<file path="config.mk">
export PLATFORM = sky130hd
export DESIGN_NAME = load_store_unit
export DESIGN_NICKNAME = d
export VERILOG_FILES = /design/src/rtl/load_store_unit.sv
export SDC_FILE = /design/constraint.sdc
export NUM_CORES = 1
export LEC_CHECK = 0
export BUFFER_PORTS_ARGS = -buffer_cell sky130_fd_sc_hd__buf_4
export CORE_UTILIZATION = 60
export CTS_BUF_LIST = sky130_fd_sc_hd__clkbuf_16
export CTS_CLUSTER_SIZE = 14
export DETAILED_ROUTE_END_ITERATION = 6
export PLACE_DENSITY = 0.94
export SLEW_MARGIN = 10
export SYNTH_ARGS = -nofsm -noshare
export SYNTH_HDL_FRONTEND = slang
export SYNTH_SLANG_ARGS = --single-unit
export TNS_END_PERCENT = 20
</file>
<file path="constraint.sdc">
create_clock -name clk -period 4.7 [get_ports clk]
set_input_delay 0.47 -clock clk [delete_from_list [all_inputs] [get_ports clk]]
set_output_delay 0.47 -clock clk [all_outputs]
set_load 0.01 [all_outputs]
</file>
<file path="src/rtl/load_store_unit.sv">
`default_nettype none
// ============================================================================
// Module  : load_store_unit
// Purpose : RV32I load/store sequencer; optionally splits misaligned accesses
//           into byte accesses.
// Revision: 1.0
// ============================================================================
module load_store_unit #(
    parameter int SPLIT_MISALIGNED = 1
) (
    input  logic        clk,
    input  logic        rst_n,
    input  logic        req_valid,
    output logic        req_ready,
    input  logic        req_we,
    input  logic [2:0]  req_funct3,
    input  logic [31:0] req_addr,
    input  logic [31:0] req_wdata,
    output logic        rsp_valid,
    output logic [31:0] rsp_rdata,
    output logic        rsp_err,
    output logic        mem_we,
    output logic [31:0] mem_addr,
    output logic [31:0] mem_din,
    output logic [2:0]  mem_funct3,
    input  logic [31:0] mem_dout
);

    localparam logic [1:0] ST_IDLE   = 2'd0;
    localparam logic [1:0] ST_ACCESS = 2'd1;
    localparam logic [1:0] ST_SPLIT  = 2'd2;
    localparam logic [1:0] ST_RESP   = 2'd3;

    logic [1:0]  state, state_next;
    logic        op_we;
    logic [2:0]  op_funct3;
    logic [31:0] op_addr;
    logic [31:0] op_wdata;
    logic [1:0]  cnt, last, cnt_inc;
    logic [31:0] load_buf, buf_next, split_rdata;
    logic        accept, req_legal, req_misaligned, req_err, req_split;
    logic [1:0]  req_path;

    assign accept  = req_valid && req_ready;
    assign cnt_inc = cnt + 2'd1;

    always_comb begin
        req_legal = 1'b0;
        case (req_funct3)
            3'b000, 3'b001, 3'b010: req_legal = 1'b1;
            3'b100, 3'b101:         req_legal = !req_we;
            default:                req_legal = 1'b0;
        endcase
    end

    assign req_misaligned = ((req_funct3[1:0] == 2'b01) && req_addr[0]) ||
                            ((req_funct3[1:0] == 2'b10) && (req_addr[1:0] != 2'b00));
    assign req_err   = !req_legal || (req_misaligned && (SPLIT_MISALIGNED == 0));
    assign req_split = req_misaligned && !req_err;
    assign req_path  = req_err ? ST_RESP : (req_split ? ST_SPLIT : ST_ACCESS);

    // Assemble the split-load word including the byte arriving this cycle.
    always_comb begin
        buf_next = load_buf;
        buf_next[{cnt, 3'b000} +: 8] = mem_dout[7:0];
        case (op_funct3)
            3'b001:  split_rdata = {{16{buf_next[15]}}, buf_next[15:0]};
            3'b101:  split_rdata = {16'h0000, buf_next[15:0]};
            default: split_rdata = buf_next;
        endcase
    end

    always_ff @(posedge clk or negedge rst_n) begin
        if (!rst_n) state <= ST_IDLE;
        else        state <= state_next;
    end

    always_comb begin
        state_next = state;
        case (state)
            ST_IDLE, ST_RESP: state_next = accept ? req_path : ST_IDLE;
            ST_ACCESS:        state_next = ST_RESP;
            ST_SPLIT:         state_next = (cnt == last) ? ST_RESP : ST_SPLIT;
            default:          state_next = ST_IDLE;
        endcase
    end

    always_comb begin
        req_ready = (state == ST_IDLE) || (state == ST_RESP);
        rsp_valid = (state == ST_RESP);
    end

    always_ff @(posedge clk or negedge rst_n) begin
        if (!rst_n) begin
            op_we      <= 1'b0;
            op_funct3  <= 3'b000;
            op_addr    <= 32'h0;
            op_wdata   <= 32'h0;
            cnt        <= 2'd0;
            last       <= 2'd0;
            load_buf   <= 32'h0;
            rsp_rdata  <= 32'h0;
            rsp_err    <= 1'b0;
            mem_we     <= 1'b0;
            mem_addr   <= 32'h0;
            mem_din    <= 32'h0;
            mem_funct3 <= 3'b010;
        end else begin
            case (state)
                ST_IDLE, ST_RESP: begin
                    if (accept) begin
                        op_we     <= req_we;
                        op_funct3 <= req_funct3;
                        op_addr   <= req_addr;
                        op_wdata  <= req_wdata;
                        cnt       <= 2'd0;
                        last      <= (req_funct3[1:0] == 2'b01) ? 2'd1 : 2'd3;
                        load_buf  <= 32'h0;
                        rsp_rdata <= 32'h0;
                        rsp_err   <= req_err;
                        if (req_err) begin
                            mem_we <= 1'b0;
                        end else if (req_split) begin
                            mem_we     <= req_we;
                            mem_addr   <= req_addr;
                            mem_funct3 <= req_we ? 3'b000 : 3'b100;
                            mem_din    <= {24'h0, req_wdata[7:0]};
                        end else begin
                            mem_we     <= req_we;
                            mem_addr   <= req_addr;
                            mem_funct3 <= req_funct3;
                            mem_din    <= req_wdata;
                        end
                    end else begin
                        mem_we <= 1'b0;
                    end
                end
                ST_ACCESS: begin
                    mem_we    <= 1'b0;
                    rsp_rdata <= op_we ? 32'h0 : mem_dout;
                end
                ST_SPLIT: begin
                    load_buf <= buf_next;
                    if (cnt == last) begin
                        mem_we    <= 1'b0;
                        rsp_rdata <= op_we ? 32'h0 : split_rdata;
                    end else begin
                        cnt      <= cnt_inc;
                        mem_addr <= op_addr + {30'h0, cnt_inc};
                        mem_din  <= {24'h0, op_wdata[{cnt_inc, 3'b000} +: 8]};
                    end
                end
                default: mem_we <= 1'b0;
            endcase
        end
    end

endmodule
`default_nettype wire

</file>
=== Word level (Yosys, flattened, before mapping) ===
Index checks and enable logic that the tools add are counted.

* Input port bits: 103
* Bits in registers: 207
* Output and inout bits: 103
* Word-level logic and storage cells: 90

* Equality and inequality tests: 16
* Muxes and demuxes: 33
* Add/sub/neg operators: 3
* Reduce and logical (&&, ||, !) cells: 21
* Shift operators: 3

{| class="wikitable"
|+ Operator list
! operator !! number
|-
| $mux W32 || 11
|-
| $pmux W32 S2 || 4
|-
| $pmux W32 S3 || 1
|-
| $add A32 B2 Y32 || 1
|-
| $bwmux W32 || 1
|-
| $shift A8 B7 Y32 const A || 1
|-
| $shiftx A32 B6 Y8 || 1
|-
| $shiftx A8 B7 Y32 || 1
|-
| $mux W2 || 6
|-
| $eq A3 B3 Y1 const B || 3
|-
| $ne A2 B2 Y1 const B || 4
|-
| $neg A5 Y7 || 1
|-
| $eq A2 B2 Y1 const B || 3
|-
| $eq A3 B1 Y1 const B || 2
|-
| $mux W3 || 2
|-
| $pmux W2 S3 || 1
|-
| $reduce_and A2 Y1 || 3
|-
| $reduce_and A3 Y1 || 2
|-
| $eq A2 B1 Y1 const B || 2
|-
| $logic_and A1 B1 Y1 || 4
|-
| $mux W1 || 4
|-
| $pmux W2 S2 || 1
|-
| $reduce_and A4 Y1 || 1
|-
| $reduce_bool A2 Y1 || 2
|-
| 11 further kinds || 14
|}

=== Logic depth before layout (Yosys ltp) ===
* Word-level depth: 8
* Depth in mapped cells: 10
* Mapped depth without buffers: 8

=== Worst setup path after synthesis ===
OpenSTA, ideal clock, no wires.

* Kind: register to register
* From: register cnt[0]
* To: register mem_addr[16]
* Clock period less this slack: 2.328 ns
* Path buffers: 1
* Slack: 2.372 ns
* Cell stages (with the launch flop): 10
* Data arrival time: 2.233 ns
* Setup time: 0.095 ns
* Required time: 4.605 ns
* Path through: dfrtp_1 > buf_4 > inv_2 > ha_1 > fa_1 > nand3_2 > nor4_2 > nand3_1 > mux2i_1 > o31ai_1

* Cells in the longest elaborated chain, start to end: 4
* Elaborated cells on any way between the ends: 7
* Classes of those cells: 2 x add/sub; 2 x eq/ne; 2 x mux; 1 x reduce/logical

{| class="wikitable"
|+ RTL lines
! what !! RTL line !! source
|-
| start, declared || 39 || <nowiki>logic [1:0] cnt, last, cnt_inc;</nowiki>
|-
| start signal, assigned || 148 || <nowiki>cnt <= cnt_inc;</nowiki>
|-
| $add A2 B1 Y2 || 45 || <nowiki>assign cnt_inc = cnt + 2'd1;</nowiki>
|-
| $add A32 B2 Y32 || 149 || <nowiki>mem_addr <= op_addr + {30'h0, cnt_inc};</nowiki>
|-
| $mux W32 || 144 || <nowiki>if (cnt == last) begin</nowiki>
|-
| $pmux W32 S2 || 109 || <nowiki>case (state)</nowiki>
|-
| end signal, assigned || 125 || <nowiki>mem_addr <= req_addr;</nowiki>
|-
| end signal, assigned || 130 || <nowiki>mem_addr <= req_addr;</nowiki>
|-
| end signal, assigned || 149 ||
|-
| end, declared || 23 || <nowiki>output logic [31:0] mem_addr,</nowiki>
|}

Several ways; a longest one is shown, not always the timed one. The select of a mux whose other input is x is not followed.
A chain may end at the register's enable or synchronous reset.

=== Final worst setup path ===
Same ends and word-level chain as after synthesis.

==> results.py <==
metrics = {
    "yosys": {
        "async_reset_ff_share_pct": 100,
        "synth_seq_area_share_pct": 51.8,
        "synth_nets": 999,
        "synth_edf_count": 0,
        "synth_area_mm2": 0.0100,
        "ys_ff_latch": 207,
        "ys_warn_count": 0,
        "synth_ff_type": "dfrtp_1",
        "synth_cells": 885,
        "syn_area_per_cell_um2": 11.3,
        "ys_types": 70,
    },
    "worst_setup_path": {
        "slowest_delay_ns": 0.93,
        "end_kind": "register",
        "crit_fanout": 17,
        "critPathSlowestCell": "dfrtp_1",
        "path_cells": "inv_2 -> ha_1 -> fa_1 -> nand3_2 -> nor4_2 -> nand3_1 -> mux2i_1 -> o31ai_1",
        "startpoint_type": "register",
        "arrival_ns": 3.96,
        "worstPathBufferInverterCount": 1,
        "path_class": "register to register",
        "worstPathRequired_ns": 5.08,
        "cp_top_family": "adder cells",
    },
    "clock_tree": {
        "htreeDepth": 1,
        "ctsResizeCount": 0,
        "post-cts-setup-buffers": 0,
        "cts-root-buf": "clkbuf_16",
        "numCtsBuffers": 21,
        "clk_latency_ns": 0.49,
        "clockBufferDepth": 3,
        "clkSinkCount": 207,
        "cts_hold_buf": 0,
        "cts_tree": "yes",
        "clk_pin_slew_ns": 0.06,
    },
    "floorplanning": {
        "placementRows": 46,
        "die_w_um": 131,
        "die_area_mm2": 0.0172,
        "pin_count": 206,
        "start_util_pct": 62.3,
        "fp.dieH_um": 131,
        "coreArea_mm2": 0.0161,
    },
    "detailed_routing": {
        "vias_per_cell": 6.38,
        "drcViolationCount": 0,
        "final_antenna_net_count": 0,
        "drt_iter0_markers": 951,
        "vias": 8214,
        "wl_per_cell_um": 21.4,
        "routed_wl_um": 27600,
        "dr.pass1.iters": 5,
    },
    "placed_design": {
        "io_buffers": 205,
        "placedInstanceArea_mm2": 0.0116,
        "dp_hpwl_um": 18300,
        "place.gp.congestion": 0.900,
    },
    "cells_and_area": {
        "design_area_mm2": 0.0122,
        "utilization_pct": 76.2,
        "drive_above_1_share_pct": 32.6,
        "nNetsFinal": 1171,
        "area_growth_pct": 22.3,
        "diodes": 0,
    },
    "global_routing": {
        "grt.total_usage_pct": 32.7,
        "antenna_found_initial": 0,
        "grt_pass1_vias": 8254,
        "grt_pass1_wl_um": 43200,
        "grt_start_max_net_pins": 126,
        "overflow": 0,
    },
    "timing": {
        "whs_ns": 0.107,
        "slew_headroom_pct": 15.1,
        "rsz0062_at_grt": "false",
        "fin_crit_sh_pct": 76.2,
        "finalClockSkew_ns": 0.00891,
        "fmax_ghz": 0.279,
        "timing.setup.tns_ns": 0,
        "hold_viol_final": 0,
        "finalMaxSlewViolations": 0,
        "worstMarginPinSlew_ns": 1.27,
        "setup-violations-final": 0,
        "fin_crit_ns": 3.58,
    },
    "pwr": {
        "p_int_mw": 5.29,
        "power.density_mw_per_mm2": 735,
        "netSwitchingFraction_pct": 41.2,
        "power_mw": 8.99,
        "p_switching_mw": 3.70,
        "pwr-share-comb_pct": 47.1,
        "p_clk_share_pct": 17.9,
        "max-vdd-ir-drop_mv": 0.436,
        "p_seq_share_pct": 35.0,
        "leakage_nw": 5.65,
    },
    "status": {
        "status": "finished clean",
    },
    "worst_hold_path": {
        "worstHoldPathType": "input pin to asynchronous set/reset pin",
    },
    "job": {
        "drv_cap": 0,
    },
}
cell usage in the layout (no fill, tap or decap), types with 4 or more instances in the layout:
master and n:
inv_2 4, a22o_1 61, and3_1 9, nand3_1 14
mux2_2 63, clkbuf_16 21, a221oi_1 16, nor2_1 18
mux4_2 8, ha_1 9, a21o_1 9, nand2_1 99
and2_1 4, nand2b_1 5, xnor2_1 9, mux2i_1 21
nand4_1 12, o31ai_1 6, clkinv_1 6, buf_4 213
o211ai_1 6, inv_1 13, xor2_1 17, dfrtp_1 206
a32oi_1 16, nor4_4 4, nor2b_1 11, o21ai_1 58
o21ai_0 28, a21oi_1 34, a22oi_1 7
final timing paths:
path                            endpoint           from  cells past startpoint  slack, ns
max                         mem_addr[16]         cnt[0]                      8       1.12
min                          mem_addr[6]          rst_n                      1       0.11
max reg2reg                 mem_addr[16]         cnt[0]                      8       1.12
min reg2reg                mem_funct3[1]  mem_funct3[1]                      2       0.48
max in group asynchronous   load_buf[19]          rst_n                      2       3.35
min in group clk             mem_din[10]  req_wdata[10]                      2       0.21
per-stage QoR:
stage,instances,setup slack [ns]
final,1287,1.12
after global routing,1287,0.877
after CTS,1287,1.06
after detailed placement,1250,1.11
after global placement,1250,1.24
after floorplan,885,2.37
registers in the layout, indices dropped and copies added (netlist names):
register,cells
mem_funct3,3
rsp_err,1
mem_we,1
op_wdata,32
rsp_rdata,32
cnt,2
op_we,1
load_buf,32
state,2
mem_addr,32
op_funct3,3
op_addr,32
mem_din,32
last,2
synthesized netlist by cell type (3+ instances only):
cell / n / share of area [%]
nand3_1: 14 / 0.70
buf_2: 27 / 1.4
inv_2: 4 / 0.15
xor2_1: 17 / 1.5
nor3_1: 3 / 0.15
mux2i_1: 21 / 2.1
nor4_2: 3 / 0.38
clkbuf_1: 27 / 1.0
a32oi_1: 16 / 1.4
o21ai_1: 58 / 2.9
nor4_4: 4 / 0.85
buf_4: 8 / 0.60
nand4_1: 12 / 0.75
o221ai_1: 3 / 0.26
nand2_1: 99 / 3.7
mux2_2: 63 / 7.1
ha_1: 10 / 1.3
a221oi_1: 16 / 1.4
a21oi_1: 34 / 1.7
o21ai_0: 28 / 1.4
a32o_1: 3 / 0.30
nand2b_1: 5 / 0.31
a21o_1: 9 / 0.68
a22o_1: 61 / 5.3
a22oi_1: 7 / 0.53
nor3_2: 3 / 0.30
inv_1: 10 / 0.38
mux4_2: 8 / 1.8
o31ai_1: 6 / 0.45
o211ai_1: 6 / 0.45
and3_1: 9 / 0.56
and2_1: 5 / 0.31
nor2_1: 18 / 0.68
nor2b_1: 11 / 0.69
dfrtp_1: 206 / 52
xnor2_1: 9 / 0.79
power by group through the flow:
stage | combinational [mW] | sequential [mW] | clock, mW
finish | 4.24 | 3.15 | 1.61
global route | 4.58 | 3.22 | 1.69
CTS | 4.21 | 3.13 | 1.62
detailed placement | 4.15 | 3.14 | 0
global placement | 3.99 | 3.10 | 0
floorplan | 2.79 | 3.10 | 0
worst reg2reg max path: cells and delay by family, from the launching register on:
family          cells  cell delay (ns)
simple gates        3             0.75
flops               1             0.93
mux                 1             0.14
compound gates      1             0.25
fa+ha+maj           2             1.21
buf+inv             1             0.22
cells by family after synthesis:
| family | after synthesis | share of synthesized area, % |
|---|---|---|
| adder cells (fa/ha/maj) | 11 | 1.45 |
| multiplexers | 92 | 11.0 |
| flip-flops | 207 | 51.8 |
| buffers and inverters | 80 | 3.72 |
| AO/OA/AOI/OAI | 262 | 18.2 |
| XOR/XNOR | 27 | 2.44 |
| AND/OR/NAND/NOR | 206 | 11.4 |
per-layer routing:
layer	vias up	track usage (%)	share of wire, %
met5	-	0	0
met2	468	55.3	49
met3	61	6.86	9.2
met4	0	11.5	2.6
met1	4078	41.9	39
li1	3607	-	-
area by class of cell:
class                      count  area, um2
clock buffer                  21        526
clock inverter                16        128
fill                         989       3830
inverter                      15       56.3
multi-input combinational    598       4460
sequential                   207       5180
tap                          216        270
timing repair buffer         214       1610
Note: power is estimated with default switching activity, not from simulation.
